<file path="src/rtl/approx_mul_err_eval.sv">
// Closed-loop error characteriser for approximate WxW multipliers.
// Sweeps every operand pair, compares the candidate's product against an
// internal exact product and accumulates error statistics.
module approx_mul_err_eval #(
   parameter int W = 8
) (
   input  logic           clk,
   input  logic           rst,
   input  logic           start,
   output logic [W-1:0]   op_a,
   output logic [W-1:0]   op_b,
   input  logic [2*W-1:0] approx_prod,
   output logic           busy,
   output logic           done,
   output logic [2*W:0]   err_count,
   output logic [2*W-1:0] max_abs_err,
   output logic [W-1:0]   max_a,
   output logic [W-1:0]   max_b,
   output logic [4*W-1:0] sum_abs_err,
   output logic [4*W:0]   sum_err
);

   localparam logic [1:0] S_IDLE  = 2'd0;
   localparam logic [1:0] S_SWEEP = 2'd1;
   localparam logic [1:0] S_DRAIN = 2'd2;
   localparam logic [1:0] S_DONE  = 2'd3;

   logic [1:0]     state;
   logic           drain_cnt;
   logic [2*W-1:0] pair;       // sweep counter, doubles as the operand register
   logic           go;

   // stage 1 registers
   logic           vld1;
   logic [2*W-1:0] ap1, ex1;
   logic [W-1:0]   a1, b1;

   logic [2*W-1:0] exact;
   logic [2*W:0]   err, err_neg;
   logic [2*W-1:0] abs_err;

   assign op_a  = pair[2*W-1:W];
   assign op_b  = pair[W-1:0];
   assign busy  = (state == S_SWEEP) || (state == S_DRAIN);
   assign done  = (state == S_DONE);
   assign go    = start && ((state == S_IDLE) || (state == S_DONE));
   assign exact = (2*W)'(op_a) * (2*W)'(op_b);

   // stage 2 error terms; the 2W+1 bit difference cannot overflow
   assign err     = {1'b0, ap1} - {1'b0, ex1};
   assign err_neg = -err;
   assign abs_err = err[2*W] ? err_neg[2*W-1:0] : err[2*W-1:0];

   // sequencer: IDLE/DONE -> SWEEP over all pairs -> 2-cycle DRAIN -> DONE
   always_ff @(posedge clk or posedge rst) begin
      if (rst) begin
         state     <= S_IDLE;
         drain_cnt <= 1'b0;
         pair      <= '0;
      end else begin
         case (state)
            S_IDLE, S_DONE: begin
               if (go) begin
                  state <= S_SWEEP;
                  pair  <= '0;
               end
            end
            S_SWEEP: begin
               // last pair is captured by stage 1 on this edge; hold operands
               if (pair == {(2*W){1'b1}}) begin
                  state     <= S_DRAIN;
                  drain_cnt <= 1'b0;
               end else begin
                  pair <= pair + 1'b1;
               end
            end
            default: begin
               drain_cnt <= 1'b1;
               if (drain_cnt) state <= S_DONE;
            end
         endcase
      end
   end

   // stage 1: capture candidate product, exact product and operands
   always_ff @(posedge clk or posedge rst) begin
      if (rst) begin
         vld1 <= 1'b0;
         ap1  <= '0;
         ex1  <= '0;
         a1   <= '0;
         b1   <= '0;
      end else begin
         vld1 <= (state == S_SWEEP);
         ap1  <= approx_prod;
         ex1  <= exact;
         a1   <= op_a;
         b1   <= op_b;
      end
   end

   // stage 2: accumulate statistics; cleared on the start edge
   always_ff @(posedge clk or posedge rst) begin
      if (rst) begin
         err_count   <= '0;
         max_abs_err <= '0;
         max_a       <= '0;
         max_b       <= '0;
         sum_abs_err <= '0;
         sum_err     <= '0;
      end else if (go) begin
         err_count   <= '0;
         max_abs_err <= '0;
         max_a       <= '0;
         max_b       <= '0;
         sum_abs_err <= '0;
         sum_err     <= '0;
      end else if (vld1) begin
         err_count   <= err_count + {{(2*W){1'b0}}, (abs_err != '0)};
         sum_abs_err <= sum_abs_err + {{(2*W){1'b0}}, abs_err};
         sum_err     <= sum_err + {{(2*W){err[2*W]}}, err};
         // strict compare keeps the earliest pair on ties
         if (abs_err > max_abs_err) begin
            max_abs_err <= abs_err;
            max_a       <= a1;
            max_b       <= b1;
         end
      end
   end

endmodule

</file>
<file path="config.mk">
export PLATFORM = sky130hd
export DESIGN_NAME = approx_mul_err_eval
export DESIGN_NICKNAME = d
export VERILOG_FILES = /design/src/rtl/approx_mul_err_eval.sv
export SDC_FILE = /design/constraint.sdc
export NUM_CORES = 1
export LEC_CHECK = 0
export CORE_MARGIN = 10
export CORE_UTILIZATION = 40
export CTS_CLUSTER_DIAMETER = 120
export CTS_CLUSTER_SIZE = 12
export DETAILED_ROUTE_END_ITERATION = 8
export DONT_BUFFER_PORTS = 1
export PLACE_DENSITY_LB_ADDON = 0.08
export SYNTH_ARGS = -nofsm -noshare
export SYNTH_HDL_FRONTEND = slang
export SYNTH_SLANG_ARGS = --single-unit
</file>
<file path="constraint.sdc">
create_clock -name clk -period 7.7 [get_ports clk]
set_input_delay 1.54 -clock clk [delete_from_list [all_inputs] [get_ports clk]]
set_output_delay 1.54 -clock clk [all_outputs]
set_load 0.01 [all_outputs]
</file>
# ---- Word-level counts from Yosys, hierarchy flattened
# Cells that the tools add are included.
# W data, S select, Z words.
dict set report word_totals {
  regBits 182
  word_cells 69
  output_inout_bits 132
  inputBits 19
}
dict set report op_classes {
  eq_ne 7
  n_mul 1
  bitwise 1
  n_reduce_logical 14
  n_addsub 6
  magnitude_cmp 1
  n_mux 25
}
# op count
set ops {}
lappend ops {{$mux W16} 6}
lappend ops {{$mux W33} 2}
lappend ops {{$mux W32} 2}
lappend ops {{$mux W8} 6}
lappend ops {{$mux W17} 2}
lappend ops {{$add A33 B33 Y33} 1}
lappend ops {{$add A32 B16 Y32} 1}
lappend ops {{$pmux W16 S2} 1}
lappend ops {{$add A17 B1 Y17} 1}
lappend ops {{$sub A16 B16 Y17} 1}
lappend ops {{$add A16 B1 Y16 const B} 1}
lappend ops {{$eq A16 B16 Y1 const B} 1}
lappend ops {{$gt A16 B16 Y1} 1}
lappend ops {{$mul A8 B8 Y16} 1}
lappend ops {{$neg A16 Y16} 1}
lappend ops {{$reduce_bool A16 Y1} 1}
lappend ops {{$mux W2} 3}
lappend ops {{$reduce_and A3 Y1} 2}
lappend ops {{$reduce_bool A2 Y1} 3}
lappend ops {{$eq A2 B2 Y1 const B} 2}
lappend ops {{$ne A2 B2 Y1 const B} 2}
lappend ops {{$pmux W2 S2} 1}
lappend ops {{$reduce_and A2 Y1} 2}
lappend ops {{$reduce_bool A3 Y1} 1}
lappend ops {{other kinds (9)} 10}

# ---- Longest topological paths before layout
# Gate-level depths: netlist of run 1.
dict set report depth {
  word_depth 7
  mapped_depth 25
  ltp_nobuf 24
}

# ---- Worst setup path before layout of run 1
# Ideal clock, no wire load.
dict set report synth_timing {
  path_kind {reg-to-reg}
  from {reg ap1[0]}
  to {reg err_count[16]}
  path_buffers 0
  path_slack_ps 2565
  setup_time_ps 132
  t_required_ps 7568
  synth_period_minus_slack_ps 5135
  path_stages_with_launch 22
  arrival_time_ps 5004
  cell_sequence {dfrtp_1 inv_1 ha_1 fa_1 nand2b_1 a211oi_1 o21ai_1 xor2_1 inv_4 or4_4 a221o_2 or4_2 nor4_1 nand3_1 or4_1 ha_1 ha_1 nand3_1 nor2_1 nand4_1 xor2_1 nor2_1}
}
dict set report synth_via {
  elab_chain_len 7
}
# element line
set synth_rtl {}
lappend synth_rtl {{start, declared} 35} ;# logic [2*W-1:0] ap1, ex1;
lappend synth_rtl {{start signal, assigned} 95} ;# ap1 <= approx_prod;
lappend synth_rtl {{$sub A16 B16 Y17 *} 50} ;# assign err = {1'b0, ap1} - {1'b0, ex1};
lappend synth_rtl {{$neg A16 Y16} 51} ;# assign err_neg = -err;
lappend synth_rtl {{$mux W16 *} 52} ;# assign abs_err = err[2*W] ? err_neg[2*W-1:0] : err[2*W-1:0];
lappend synth_rtl {{$reduce_bool A16 Y1 *} 119} ;# err_count <= err_count + {{(2*W){1'b0}}, (abs_err != '0)};
lappend synth_rtl {{$add A17 B1 Y17 *} 119}
lappend synth_rtl {{$mux W17 *} 118} ;# end else if (vld1) begin
lappend synth_rtl {{$mux W17 *} 111} ;# end else if (go) begin
lappend synth_rtl {{end signal, assigned} 119}
lappend synth_rtl {{end, declared} 15} ;# output logic [2*W:0] err_count,
# Mark *: on every way between the ends. The rest lies on a longest branch, timed or not. The select of a mux whose other input is x is not followed.
# A chain may end at the register's enable or synchronous reset.

# ---- Worst setup path in the final report of run 1
dict set report layout_timing {
  from {reg ap1[0]}
  to {reg max_abs_err[15]}
}
dict set report layout_via {
  elab_chain_len 6
  elab_cells_between_ends 9
  classes_between {add/sub: 2; order compare: 1; mux: 4; reduce/logical: 2}
}
# element line
set layout_rtl {}
lappend layout_rtl {{$sub A16 B16 Y17 *} 50}
lappend layout_rtl {{$neg A16 Y16} 51}
lappend layout_rtl {{$mux W16 *} 52}
lappend layout_rtl {{$gt A16 B16 Y1 / $mux W16 (equally long branches)} 123} ;# if (abs_err > max_abs_err) begin
lappend layout_rtl {{$reduce_bool A2 Y1 (no line) / $mux W16 (equally long branches)} --}
lappend layout_rtl {{$reduce_and A2 Y1 (no line) / $mux W16 (equally long branches)} --}
lappend layout_rtl {{end signal, assigned} 124} ;# max_abs_err <= abs_err;
lappend layout_rtl {{end, declared} 16} ;# output logic [2*W-1:0] max_abs_err,
# Marks and branches as above.

==> results.ini, run 1 <==
[status]
status=finished, final reports clean

[placed_design]
io_buffers=0
place_ws_ns=1.45
hpwl_um=27200
gp_congestion=0.852

[setup_path]
crit_top_cell=a211oi_1
required_ns=8.04
start_kind=flop
crit_type=reg2reg
critPathMaxStageDelay_ns=0.79
cp-end-kind=flop
critPathMaxFanout=26
r2r_slack_ns=1.39
timing.rr.start=ap1[0]
cp.arrival_ns=6.64
cp_slowest_cell=inv_1
startpoint=ap1[0]
cp_cell_sequence=inv_1 > ha_1 > fa_1 > nand2b_1 > a211oi_1 > o31a_1 > o2111ai_1 > nand2_1 > inv_1 > o21ai_0 > xnor2_1 > ha_1 > nand4_1 > nor2_1 > a211oi_1 > nor4_1 > a211o_1 > a221oi_4 > buf_4 > nor3_1 > a211oi_1

[drt]
drtPass1Iterations=5
drt_iter0_drc=402
num_vias=10100
drc=0
antenna_left=0
finalWirelength_um=36100
vias_per_cell=5.37
wl_per_cell_um=19.3

[cells_and_area]
syn_to_final_growth_pct=7.03
multiInputGateArea_um2=7920
nNetsFinal=1595
fin_util_pct=43.5
final_layout_size_suffix_gt1_share_pct=5.53
seq_area_um2=4560
final_cell_mix=dfrtp_1, nor2_1, inv_1
layout_commonest_cell=dfrtp_1
fill_cells=3237

[global_route]
overflow=0
grt_max_degree=124
grt_pass1_wl_um=58500
antenna_found_initial=3
grtUsageTotal_pct=17.8
grt_pass1_vias=10100

[sta]
setup_viol=0
fmax_ghz=0.159
finalClockSkew_ns=0.0130
rsz0062_at_grt=false
finalWorstSetupSlack_ns=1.39
fin_crit_ns=6.31
final_max_slew_viol_count=0
maxSlewHeadroom_pct=34.8
finalHoldViolCount=0
fin_tns_setup_ns=0
finalCritPeriodShare_pct=81.9
tightest_slew_ns=0.975

[min_path]
hp-class=reg2reg
hold_path.startpoint=b1[1]

[clock_tree]
postCtsHoldBufs=0
cts.repair.resized=0
cts_tree=built
clk_pin_slew_worst_paths_ns=0.07
htree_levels=4
cts_sinks=182
postCtsSetupBuffers=0
root_buffer=clkbuf_16
clock_path_buffers=2
cts_buffers=17
clk_latency_ns=0.44

[logic_synthesis]
syn-mean-instance-area_um2=9.16
ys_types=80
netlist_area_um2=13300
ys_warn_count=0
ys_async_sr_fraction_pct=100
ys_ff_latch=182
synth_cells=1447
ys.flop_type=dfrtp_1
yosysSeqAreaShare_pct=34.4
syn_nets=1627
synth_edf_count=0

[floorplanning]
die_h_um=202
die-area_um2=40800
pin_count=151
rows=66
die_w_um=202
initial_core_util_pct=40.6
core_area_um2=32600

[power]
ir_drop_uv=189
power.leakage_nw=6.75
power.density_nw_per_um2=298

[job]
drv_cap=0

where the power goes:
part / switching, W / internal (W)
Sequential: 0.000357 / 0.00114
Combinational: 0.00112 / 0.000708
Clock: 0.000415 / 0.000498
Total: 0.00189 / 0.00234
final cells by class:
type / count / area share [%]
multi-input combinational: 1077 / 55.8
sequential: 182 / 32.1
tap: 442 / 3.90
inverter: 130 / 3.51
clock buffer: 19 / 3.12
clock inverter: 13 / 1.12
timing repair buffer: 7 / 0.370
antenna: 3 / 0.0529
worst max-delay path: cells and delay by family, from the launching register on:
kind / cells / cell delay, ns
and+or+nand+nor: 6 / 0.85
adders and majority gates: 3 / 0.79
DFF: 1 / 0.36
buffers and inverters: 3 / 1.23
AOI/OAI and AO/OA: 8 / 2.40
xor gates and xnor gates: 1 / 0.58
routing by layer:
layer  vias to the layer above  global-route usage, %  wire (µm)
met3                        26                   4.30       1900
met4                         0                   5.50        689
met1                      4912                   22.5      16100
met2                       160                   29.6      17400
li1                       4962                      -          -
met5                         -                      0          0
registers in the layout, summed over array words and instances, names as in the netlist:
name         count
sum_abs_err     32
sum_err         33
b1               8
err_count       17
max_b            8
vld1             1
ex1             16
state            2
max_a            8
max_abs_err     16
ap1             16
pair            16
a1               8
drain_cnt        1
path summary, 6_finish.rpt:
| check | to | cells after the start |
|---|---|---|
| max | max_abs_err[15] | 21 |
| min | max_b[1] | 2 |
| max reg2reg | max_abs_err[15] | 21 |
| min reg2reg | max_b[1] | 2 |
| max in group asynchronous | ex1[6] | 2 |
| min in group asynchronous | max_b[0] | 1 |
stage by stage:
step | instances | hold slack [ns] | power [W] | area, µm²
floorplan | 1447 | 0.433 | 0.00289 | 13300
global placement | 1838 | 0.489 | 0.00334 | 13600
detailed placement | 1838 | 0.491 | 0.00336 | 13600
CTS | 1870 | 0.509 | 0.00430 | 14200
global route | 1872 | 0.520 | 0.00459 | 14200
finish | 1873 | 0.508 | 0.00423 | 14200
Yosys cell counts (32+ instances only):
cell type,n,area share [%]
a21o_1,37,2.1
a21oi_1,90,3.4
and2_1,42,2.0
clkbuf_1,39,1.1
dfrtp_1,182,34
fa_1,39,5.9
ha_1,122,12
inv_1,129,3.7
nand2_1,109,3.1
nand3_1,53,2.0
nor2_1,131,3.7
nor3_1,32,1.2
o21ai_0,48,1.8
xnor2_1,53,3.5
xor2_1,49,3.2
cell families after synthesis:
| logic type | synth area share, % |
|---|---|
| buf+inv | 5.96 |
| flops | 34.4 |
| xor+xnor | 6.92 |
| simple gates | 16.8 |
| mux | 2.19 |
| compound gates | 16.0 |
| fa+ha+maj | 17.7 |
Power figures use the tool's default switching activity.
==> run 2: changes to the inputs <==
==> constraint.sdc (replaced) <==
create_clock -name clk -period 5.6 [get_ports clk]
set_input_delay 1.12 -clock clk [delete_from_list [all_inputs] [get_ports clk]]
set_output_delay 1.12 -clock clk [all_outputs]
set_load 0.01 [all_outputs]
==> run 2 against run 1 <==
Net effect:
- non-clock buffer count grew 60
- worst hold slack lost 0.043 ns
- combinational power rose by 51%
- core utilization increased by 1.8 points
- clock skew rose by 0.0032 ns
- worst setup slack worse by 1.1 ns
- largest cell class unchanged
- critical endpoint is now err_count[14]
- die area did not move
- register-to-register slack got worse by 1.1 ns
- clock power up 37%
- count of clock-buffer cells in the layout down 2
- sequential cell count stayed put
==> results.ini, run 2 (synthesis results as in run 1) <==
[floorplanning]
rows=66  ; unchanged
pin_count=151  ; unchanged
die_h_um=202  ; unchanged
die-area_um2=40800  ; unchanged
core_area_um2=32600  ; unchanged
die_w_um=202  ; unchanged
initial_core_util_pct=40.6  ; unchanged

[global_route]
grt_pass1_vias=10100  ; about the same
grtUsageTotal_pct=17.7  ; was 17.8%
grt_pass1_wl_um=57200  ; was 58500 µm
overflow=0  ; unchanged
antenna_found_initial=1  ; was 3
grt_max_degree=94  ; was 124

[power]
total_power_w=0.00599  ; was 0.00423 W
power.density_nw_per_um2=405  ; was 298 nW/µm²
ir_drop_uv=274  ; was 189 µV
power.leakage_nw=7.08  ; was 6.75 nW

[cells_and_area]
nNetsFinal=1655  ; was 1595
largest_register_ffs=33  ; unchanged
layout_commonest_cell=dfrtp_1  ; unchanged
syn_to_final_growth_pct=11.5  ; was 7.03%
reg.largest.list=sum_err x33, sum_abs_err x32, err_count x17  ; unchanged
final_layout_size_suffix_gt1_share_pct=10.7  ; was 5.53%
top_register=sum_err  ; unchanged
fill_cells=3170  ; was 3237
final_cell_mix=dfrtp_1, nor2_1, inv_1  ; unchanged
fin_util_pct=45.3  ; was 43.5%

[drt]
antenna_left=0  ; unchanged
drc=0  ; unchanged
wl_per_cell_um=18.7  ; was 19.3 µm
num_vias=10300  ; was 10100
drt_iter0_drc=446  ; was 402
vias_per_cell=5.34  ; was 5.37
drtPass1Iterations=5  ; unchanged
finalWirelength_um=36100  ; about the same

[clock_tree]
clk_pin_slew_worst_paths_ns=0.08  ; was 0.07 ns
cts_tree=built  ; unchanged
cts_sinks=182  ; unchanged
clk_latency_ns=0.46  ; was 0.44 ns
htree_levels=4  ; unchanged
clock_path_buffers=2  ; unchanged
cts_buffers=17  ; unchanged
root_buffer=clkbuf_16  ; unchanged

[setup_path]
start_kind=flop  ; unchanged
cp_slowest_cell=or4_2  ; was inv_1
cp-end-kind=flop  ; unchanged
cp.arrival_ns=5.65  ; was 6.64 ns
reg2reg_to=err_count[14]  ; was max_abs_err[15]
crit_top_cell=ha_1  ; was a211oi_1
critPathMaxFanout=6  ; was 26
cp_cell_sequence=ha_1 > fa_1 > nand2b_2 > a21o_1 > a311oi_2 > o2111ai_2 > or4_4 > a221o_2 > or4_2 > nor4_2 > nand3_1 > or4_4 > ha_1 > ha_1 > nand3_1 > nor2_2 > nand2_1 > xor2_1 > nor2_1  ; was inv_1 > ha_1 > fa_1 > nand2b_1 > a211oi_1 > o31a_1 > o2111ai_1 > nand2_1 > inv_1 > o21ai_0 > xnor2_1 > ha_1 > nand4_1 > nor2_1 > a211oi_1 > nor4_1 > a211o_1 > a221oi_4 > buf_4 > nor3_1 > a211oi_1
r2r_slack_ns=0.26  ; was 1.39 ns
required_ns=5.91  ; was 8.04 ns
crit_buf_inv=0  ; was 3
crit_type=reg2reg  ; unchanged
crit_family=simple AND/OR/NAND/NOR gates  ; was compound AO/OA/AOI/OAI gates
timing.rr.start=ex1[0]  ; was ap1[0]
reg2reg_depth=19  ; was 21
critPathMaxStageDelay_ns=0.63  ; was 0.79 ns

[sta]
tightest_slew_ns=1.02  ; was 0.975 ns
finalClockSkew_ns=0.0162  ; was 0.0130 ns
final_max_slew_viol_count=0  ; unchanged
fin_crit_ns=5.34  ; was 6.31 ns
fin_tns_setup_ns=0  ; unchanged
setup_viol=0  ; unchanged
finalWorstSetupSlack_ns=0.257  ; was 1.39 ns
finalCritPeriodShare_pct=95.4  ; was 81.9%
fmax_ghz=0.187  ; was 0.159 GHz
hold_slack_ns=0.465  ; was 0.508 ns
maxSlewHeadroom_pct=32.0  ; was 34.8%
finalHoldViolCount=0  ; unchanged

[placed_design]
hpwl_um=27900  ; was 27200 µm
place_ws_ns=0.0726  ; was 1.45 ns
gp_congestion=0.884  ; was 0.852
io_buffers=0  ; unchanged

[status]
status=finished, final reports clean  ; unchanged

[min_path]
hp-class=in2async  ; was reg2reg

[job]
drv_cap=0  ; unchanged

-- run 2: final cells by class --
cell class                      instances  area (µm²)  area share (%)
Antenna cell                            1        2.50          0.0169
Clock buffer                           17         425            2.88
Clock inverter                         15         179            1.21
Inverter                              130         494            3.34
Multi-Input combinational cell       1077        8010            54.2
Sequential cell                       182        4560            30.8
Tap cell                              442         553            3.74
Timing Repair Buffer                   67         566            3.82
-- run 2: what timing repair did --
| item | CTS | global route |
|---|---|---|
| hold buffers | 0 | 0 |
| buffers inserted | 0 | 5 |
| setup endpoints to repair | 0 | 56 |
| gates resized for setup | 0 | 20 |
-- run 2: layer usage --
metal / global-route usage (%) / share of wire [%] / vias to the layer above
met2: 29.3 / 48 / 185
met4: 6.04 / 2.0 / 0
met1: 21.8 / 44 / 5040
li1: - / - / 5056
met5: 0 / 0 / -
met3: 4.59 / 5.8 / 36
-- run 2: worst max-delay path by stage --
stage	from	to	slack [ns]	depth (start not counted)
after floorplan	ap1[0]	err_count[16]	0.46	21
after global placement	ap1[0]	err_count[16]	0.18	20
after detailed placement	ex1[0]	sum_abs_err[30]	0.07	24
after CTS	ex1[0]	sum_abs_err[30]	0.05	24
after global routing	ex1[0]	err_count[10]	-0.02	19
final	ex1[0]	err_count[14]	0.26	19
-- run 2: power by group --
group / switching (W) / internal, W / total, W
logic: 0.00164 / 0.00112 / 0.00276
registers: 0.000420 / 0.00156 / 0.00199
clock network: 0.000605 / 0.000642 / 0.00125
total: 0.00266 / 0.00333 / 0.00599
-- run 2: stage by stage --
step	cell area, µm²	instances
after global routing	14800	1931
after global placement	14100	1893
after detailed placement	14100	1893
after floorplan	13300	1447
after CTS	14700	1925
final	14800	1931
==> run 3: changes to the inputs <==
--- a/config.mk
+++ b/config.mk
@@ -7,7 +7,6 @@
 export LEC_CHECK = 0
 export CORE_MARGIN = 10
 export CORE_UTILIZATION = 40
-export CTS_CLUSTER_DIAMETER = 120
 export CTS_CLUSTER_SIZE = 12
 export DETAILED_ROUTE_END_ITERATION = 8
 export DONT_BUFFER_PORTS = 1
==> results of run 3 <==
Final layout, timing and power as in run 2 (identical DEF).
==> edit 1 (settings of run 2) <==
Change the parameter `W` from 8 to 10.
--- a/src/rtl/approx_mul_err_eval.sv
+++ b/src/rtl/approx_mul_err_eval.sv
@@ -2,7 +2,7 @@
 // Sweeps every operand pair, compares the candidate's product against an
 // internal exact product and accumulates error statistics.
 module approx_mul_err_eval #(
-   parameter int W = 8
+   parameter int W = 10
 ) (
    input  logic           clk,
    input  logic           rst,
Interface: changed (9 resized); port bits go from 151 to 187. No check against the original RTL was run, so the function may have changed too.
==> edit 1 against run 2 <==
Sequential share of layout area decreased by 0.43 points; hold slack got worse by 2.0 ps; cell area increased by 26%; wire length increased by 31%; die area increased by 22%; area after synthesis increased by 25%; sequential cell count increased by 44; fmax decreased by 0.90%; via count increased by 25%; critical path depth increased by 4; setup slack got worse by 48 ps; total power increased by 18%; count of clock-buffer cells in the layout increased by 8; critical path type unchanged; critical endpoint is now sum_err[40]$_DFFE_PP0P_; highest routed layer is now met5.
==> edit 1: results (changes against run 2) <==
DRT Wirelength=47.15 mm (+31%); clock buffer count from CTS=23 (+6); Initial DRC Count=594 (+33%); sequential-to-total area share from yosys stat=34.14% (-0.21 points); final HPWL from detailed placement=35.69 mm (+28%); worst rel slew slack=11.66% (-20 points); Top Registers=sum_err: 41 flops, sum_abs_err: 40 flops, err_count: 21 flops; Post-Place Cells=2314 (+22%); initial antenna violation count=3 (+2); Leak=0.009112 uW (+29%); R2R depth=23 (+4); Tot GR Track Use=18.12% (+0.44 points); largest net degree at the start of global routing=144 (+53%); CP max FO=4 (-2); placed cell areas=0.01771 sq mm (+26%); worst slack at placement=-118.2 ps (-190.8 ps); Slowest cell on crit path=or4_4; Critical Path Max Stage Delay=550 ps (-80 ps); Clock Latency Late Sink=540 ps (+80 ps); htree depth=1 (-3); status=complete, no violations; post-synth cell types=79 (-1.3%); Final Skew=22.10 ps (+5.891 ps); mean routed wirelength per cell=20.00 microns (+6.9%); GP Congestion=0.8570 (-3.1%); first-pass GRT wire length=73.58 mm (+29%); Mapped Nets=2002 (+23%); FILL cells=4002 (+26%)
[edit 1: cell type report]
class                   count  share of cell area, %
multi-input cells        1312                  55.16
flip-flops and latches    226                  30.37
repair buffers            105                  4.418
well taps                 532                  3.572
clock buffers              25                  3.183
inverters                 154                  3.149
clock inverters             3                 0.1343
diodes                      1                0.01343
[edit 1: stage by stage]
stage	utilization, %	hold WS (ps)
after detailed placement	43.28	453.9
after global routing	45.52	486.7
after global placement	43.28	443.3
after CTS	44.85	467.7
final	45.53	463.0
after floorplan	-	442.3
[edit 1: repair_timing]
item                       in CTS  in global routing
setup endpoints to repair       6                 77
setup buffers                   0                 15
hold buffers                    0                  0
pin swaps                       0                 11
gates resized for setup         4                 37
[edit 1: routing by layer]
layer	global-route usage [%]	vias to the layer above	wire length (microns)
met3	3.661	46	2455
met4	4.207	2	922
met5	0	-	13
met1	22.62	6398	20460
li1	-	6237	-
met2	31.39	215	23300
[edit 1: path summary, 6_finish.rpt]
kind,startpoint,endpoint,slack [ps]
hold / removal,b1[0]$_DFF_PP0_,max_b[0]$_DFFE_PP0P_,460
min in group asynchronous,rst,ap1[7]$_DFF_PP0_,640
max in group asynchronous,rst,sum_err[2]$_DFFE_PP0P_,3900
setup reg to reg,ex1[0]$_DFF_PP0_,sum_err[40]$_DFFE_PP0P_,210
setup / recovery,ex1[0]$_DFF_PP0_,sum_err[40]$_DFFE_PP0P_,210
hold reg to reg,b1[0]$_DFF_PP0_,max_b[0]$_DFFE_PP0P_,460
[edit 1: cells by family after synthesis]
group / Yosys count / synth area share (%)
buffers and inverters: 215 / 5.046
xor gates and xnor gates: 143 / 7.562
adders and majority gates: 228 / 20.15
DFF: 226 / 34.14
and+or+nand+nor: 538 / 15.66
AOI/OAI and AO/OA: 370 / 15.44
muxes: 33 / 1.994
[edit 1: where the power goes]
| group | switching (uW) | total, uW | internal, uW |
|---|---|---|---|
| Clock | 666 | 1410 | 748 |
| Combinational | 1940 | 3270 | 1330 |
| Sequential | 503 | 2420 | 1920 |
| Total | 3110 | 7100 | 3990 |
[edit 1: worst max-delay path: cells and delay by family, from the launching register on]
family,cells,cell delay [ps]
DFF,1,370
and+or+nand+nor,6,1470
buffers and inverters,2,240
AOI/OAI and AO/OA,12,2350
adders and majority gates,3,870
==> edit 2 (settings of run 2) <==
Made on the original files. Register the output `done`; this adds one clock of latency there. The other outputs are not delayed to match.
--- a/src/rtl/approx_mul_err_eval.sv
+++ b/src/rtl/approx_mul_err_eval.sv
@@ -42,7 +42,9 @@
    assign op_a  = pair[2*W-1:W];
    assign op_b  = pair[W-1:0];
    assign busy  = (state == S_SWEEP) || (state == S_DRAIN);
-   assign done  = (state == S_DONE);
+   always_ff @(posedge clk) begin
+      done <= (state == S_DONE);
+   end
    assign go    = start && ((state == S_IDLE) || (state == S_DONE));
    assign exact = (2*W)'(op_a) * (2*W)'(op_b);
 
Formal check against the unedited RTL: same outputs for any inputs over 4 cycles, from zero or initial values and one cycle with rst high; that may be too few to reach the edited logic, so the function may still have changed.
==> edit 2 against run 2 <==
Total power shrank 0.14%; setup slack gained 56 ps; core utilization up 0.80 points; wire length down 4.0%; critical endpoint is now sum_abs_err[21]$_DFFE_PP0P_; sequential cell count increased by 1; global-route usage is 0.69 points lower; cell area increased by 1.5%; count of clock-buffer cells in the layout stayed put; area after synthesis down 0.34%.
==> edit 2: results (changes against run 2) <==
status=complete, no violations; Mapped Nets=1616 (-0.68%); Worst Hold Path Cells=2; Synth Flop Type=dfrtp_1; IO Port Bufs=0 (unchanged); largest net degree at the start of global routing=94 (unchanged); Final Skew=18.64 ps (+2.425 ps); Initial DRC Count=442 (-0.90%); first-pass iteration count of the detailed router=4 (-1); CP max FO=6 (unchanged); vias in the first global route=10050 (-0.33%); worst slack at placement=-293.7 ps (-366.3 ps); kind of critical path=register to register; Slowest cell on crit path=fa_2; CP arrival=5600 ps (-50 ps); Final #Nets=1662 (+0.42%); Max Root-Sink Buffers=2 (unchanged); CP top delay family=compound AO/OA/AOI/OAI gates; Syn. warnings=0 (unchanged); initial antenna violation count=1 (unchanged); ANT cells=0 (-1); first-pass GRT wire length=55.68 mm (-2.7%); final HPWL from detailed placement=26.52 mm (-5.0%); Vias=10050 (-2.6%); clock buffer count from CTS=17 (unchanged); Synth top cells by count=182 x dfrtp_1, 162 x nor2_1, 131 x inv_1, 123 x ha_1, 103 x nand2_1; DRT Wirelength=34.65 mm (-4.0%); top post-synthesis cells by area=dfrtp_1 34%, ha_1 12%, fa_1 5.9%; VDD IR-drop max=0.2316 mV (-16%); clk root buf=clkbuf_16; Critical Path Max Stage Delay=380 ps (-250 ps); post-synth cell types=80 (unchanged); Clock transition at path regs=80 ps (about the same); R2R depth=29 (+10); share of layout cells above drive strength 1=11.18% (+0.49 points); Leak=0.007235 uW (+2.1%); Tot GR Track Use=16.98% (-0.69 points); async set-reset flop share out of synthesis=99.45% (-0.55 points); GP Congestion=0.8418 (-4.8%); Clock Latency Late Sink=460 ps (about the same); htree depth=4 (unchanged); Worst Hold Class=register to register; sequential-to-total area share from yosys stat=34.62% (+0.27 points); worst rel slew slack=35.61% (+3.6 points); Top Registers=sum_err: 33 flops, sum_abs_err: 32 flops, err_count: 17 flops
[edit 2: layout make-up]
class | count | area, sq um
inverters | 132 | 501.7
fillers | 3202 | 17530
well taps | 442 | 553.0
clock buffers | 17 | 425.4
clock inverters | 15 | 187.7
flip-flops and latches | 183 | 4578
multi-input cells | 1066 | 8127
repair buffers | 81 | 638.1
[edit 2: power by group]
part           switching [uW]  total (uW)  leakage [uW]  internal (uW)
clock                     600        1280      0.000300            679
combinational            1560        2690       0.00451           1140
sequential                431        2010       0.00242           1580
total                    2590        5980       0.00724           3400
[edit 2: what timing repair did]
action	4_1_cts	5_1_grt
setup endpoints to repair	9	50
pin swaps	0	31
setup buffers	0	6
gates resized for setup	6	42
gates cloned	0	1
hold buffers	0	0
[edit 2: worst reg2reg max path: cells and delay by family (launching register included)]
| kind | cells | cell delay (ps) |
|---|---|---|
| buffers and inverters | 6 | 660 |
| flip-flops | 1 | 360 |
| AND/OR/NAND/NOR | 5 | 550 |
| XOR/XNOR | 2 | 260 |
| AO/OA/AOI/OAI | 13 | 2450 |
| adder cells (fa/ha/maj) | 3 | 860 |
[edit 2: metrics by stage]
stage | instances | util [%] | power, uW | area (sq um) | TNS (ps)
4_1_cts | 1929 | 45.47 | 5986 | 14790 | 0
2_1_floorplan | 1435 | - | 3872 | 13220 | 0
3_5_place_dp | 1897 | 43.54 | 4669 | 14170 | -542.9
3_3_place_gp | 1897 | 43.54 | 4639 | 14170 | -289.6
6_report | 1936 | 46.14 | 5982 | 15010 | 0
5_1_grt | 1936 | 46.14 | 6478 | 15010 | -22.94
[edit 2: logic make-up after synthesis]
kind of cell	count (synthesis)	share of synthesized area (%)
DFF	183	34.62
buffers and inverters	186	5.350
and+or+nand+nor	486	18.33
xor gates and xnor gates	97	6.430
muxes	55	4.176
adders and majority gates	162	17.56
AOI/OAI and AO/OA	266	13.53
[edit 2: final timing paths]
kind                                                    end  slack [ps]        startpoint
worst max-delay path            sum_abs_err[21]$_DFFE_PP0P_         310  ap1[0]$_DFF_PP0_
worst min-delay path                   max_b[6]$_DFFE_PP0P_         490   b1[6]$_DFF_PP0_
worst max register to register  sum_abs_err[21]$_DFFE_PP0P_         310  ap1[0]$_DFF_PP0_
worst min register to register         max_b[6]$_DFFE_PP0P_         490   b1[6]$_DFF_PP0_
max in group asynchronous       max_abs_err[14]$_DFFE_PP0P_        3730               rst
min in group asynchronous                 ex1[11]$_DFF_PP0_         650               rst
[edit 2: routing by layer]
metal,track usage (%),vias to the layer above,share of wire [%]
met5,0,-,0.032
met4,3.893,2,1.1
met3,3.888,17,4.1
met2,29.11,128,49
met1,21.23,4869,45
li1,-,5035,-
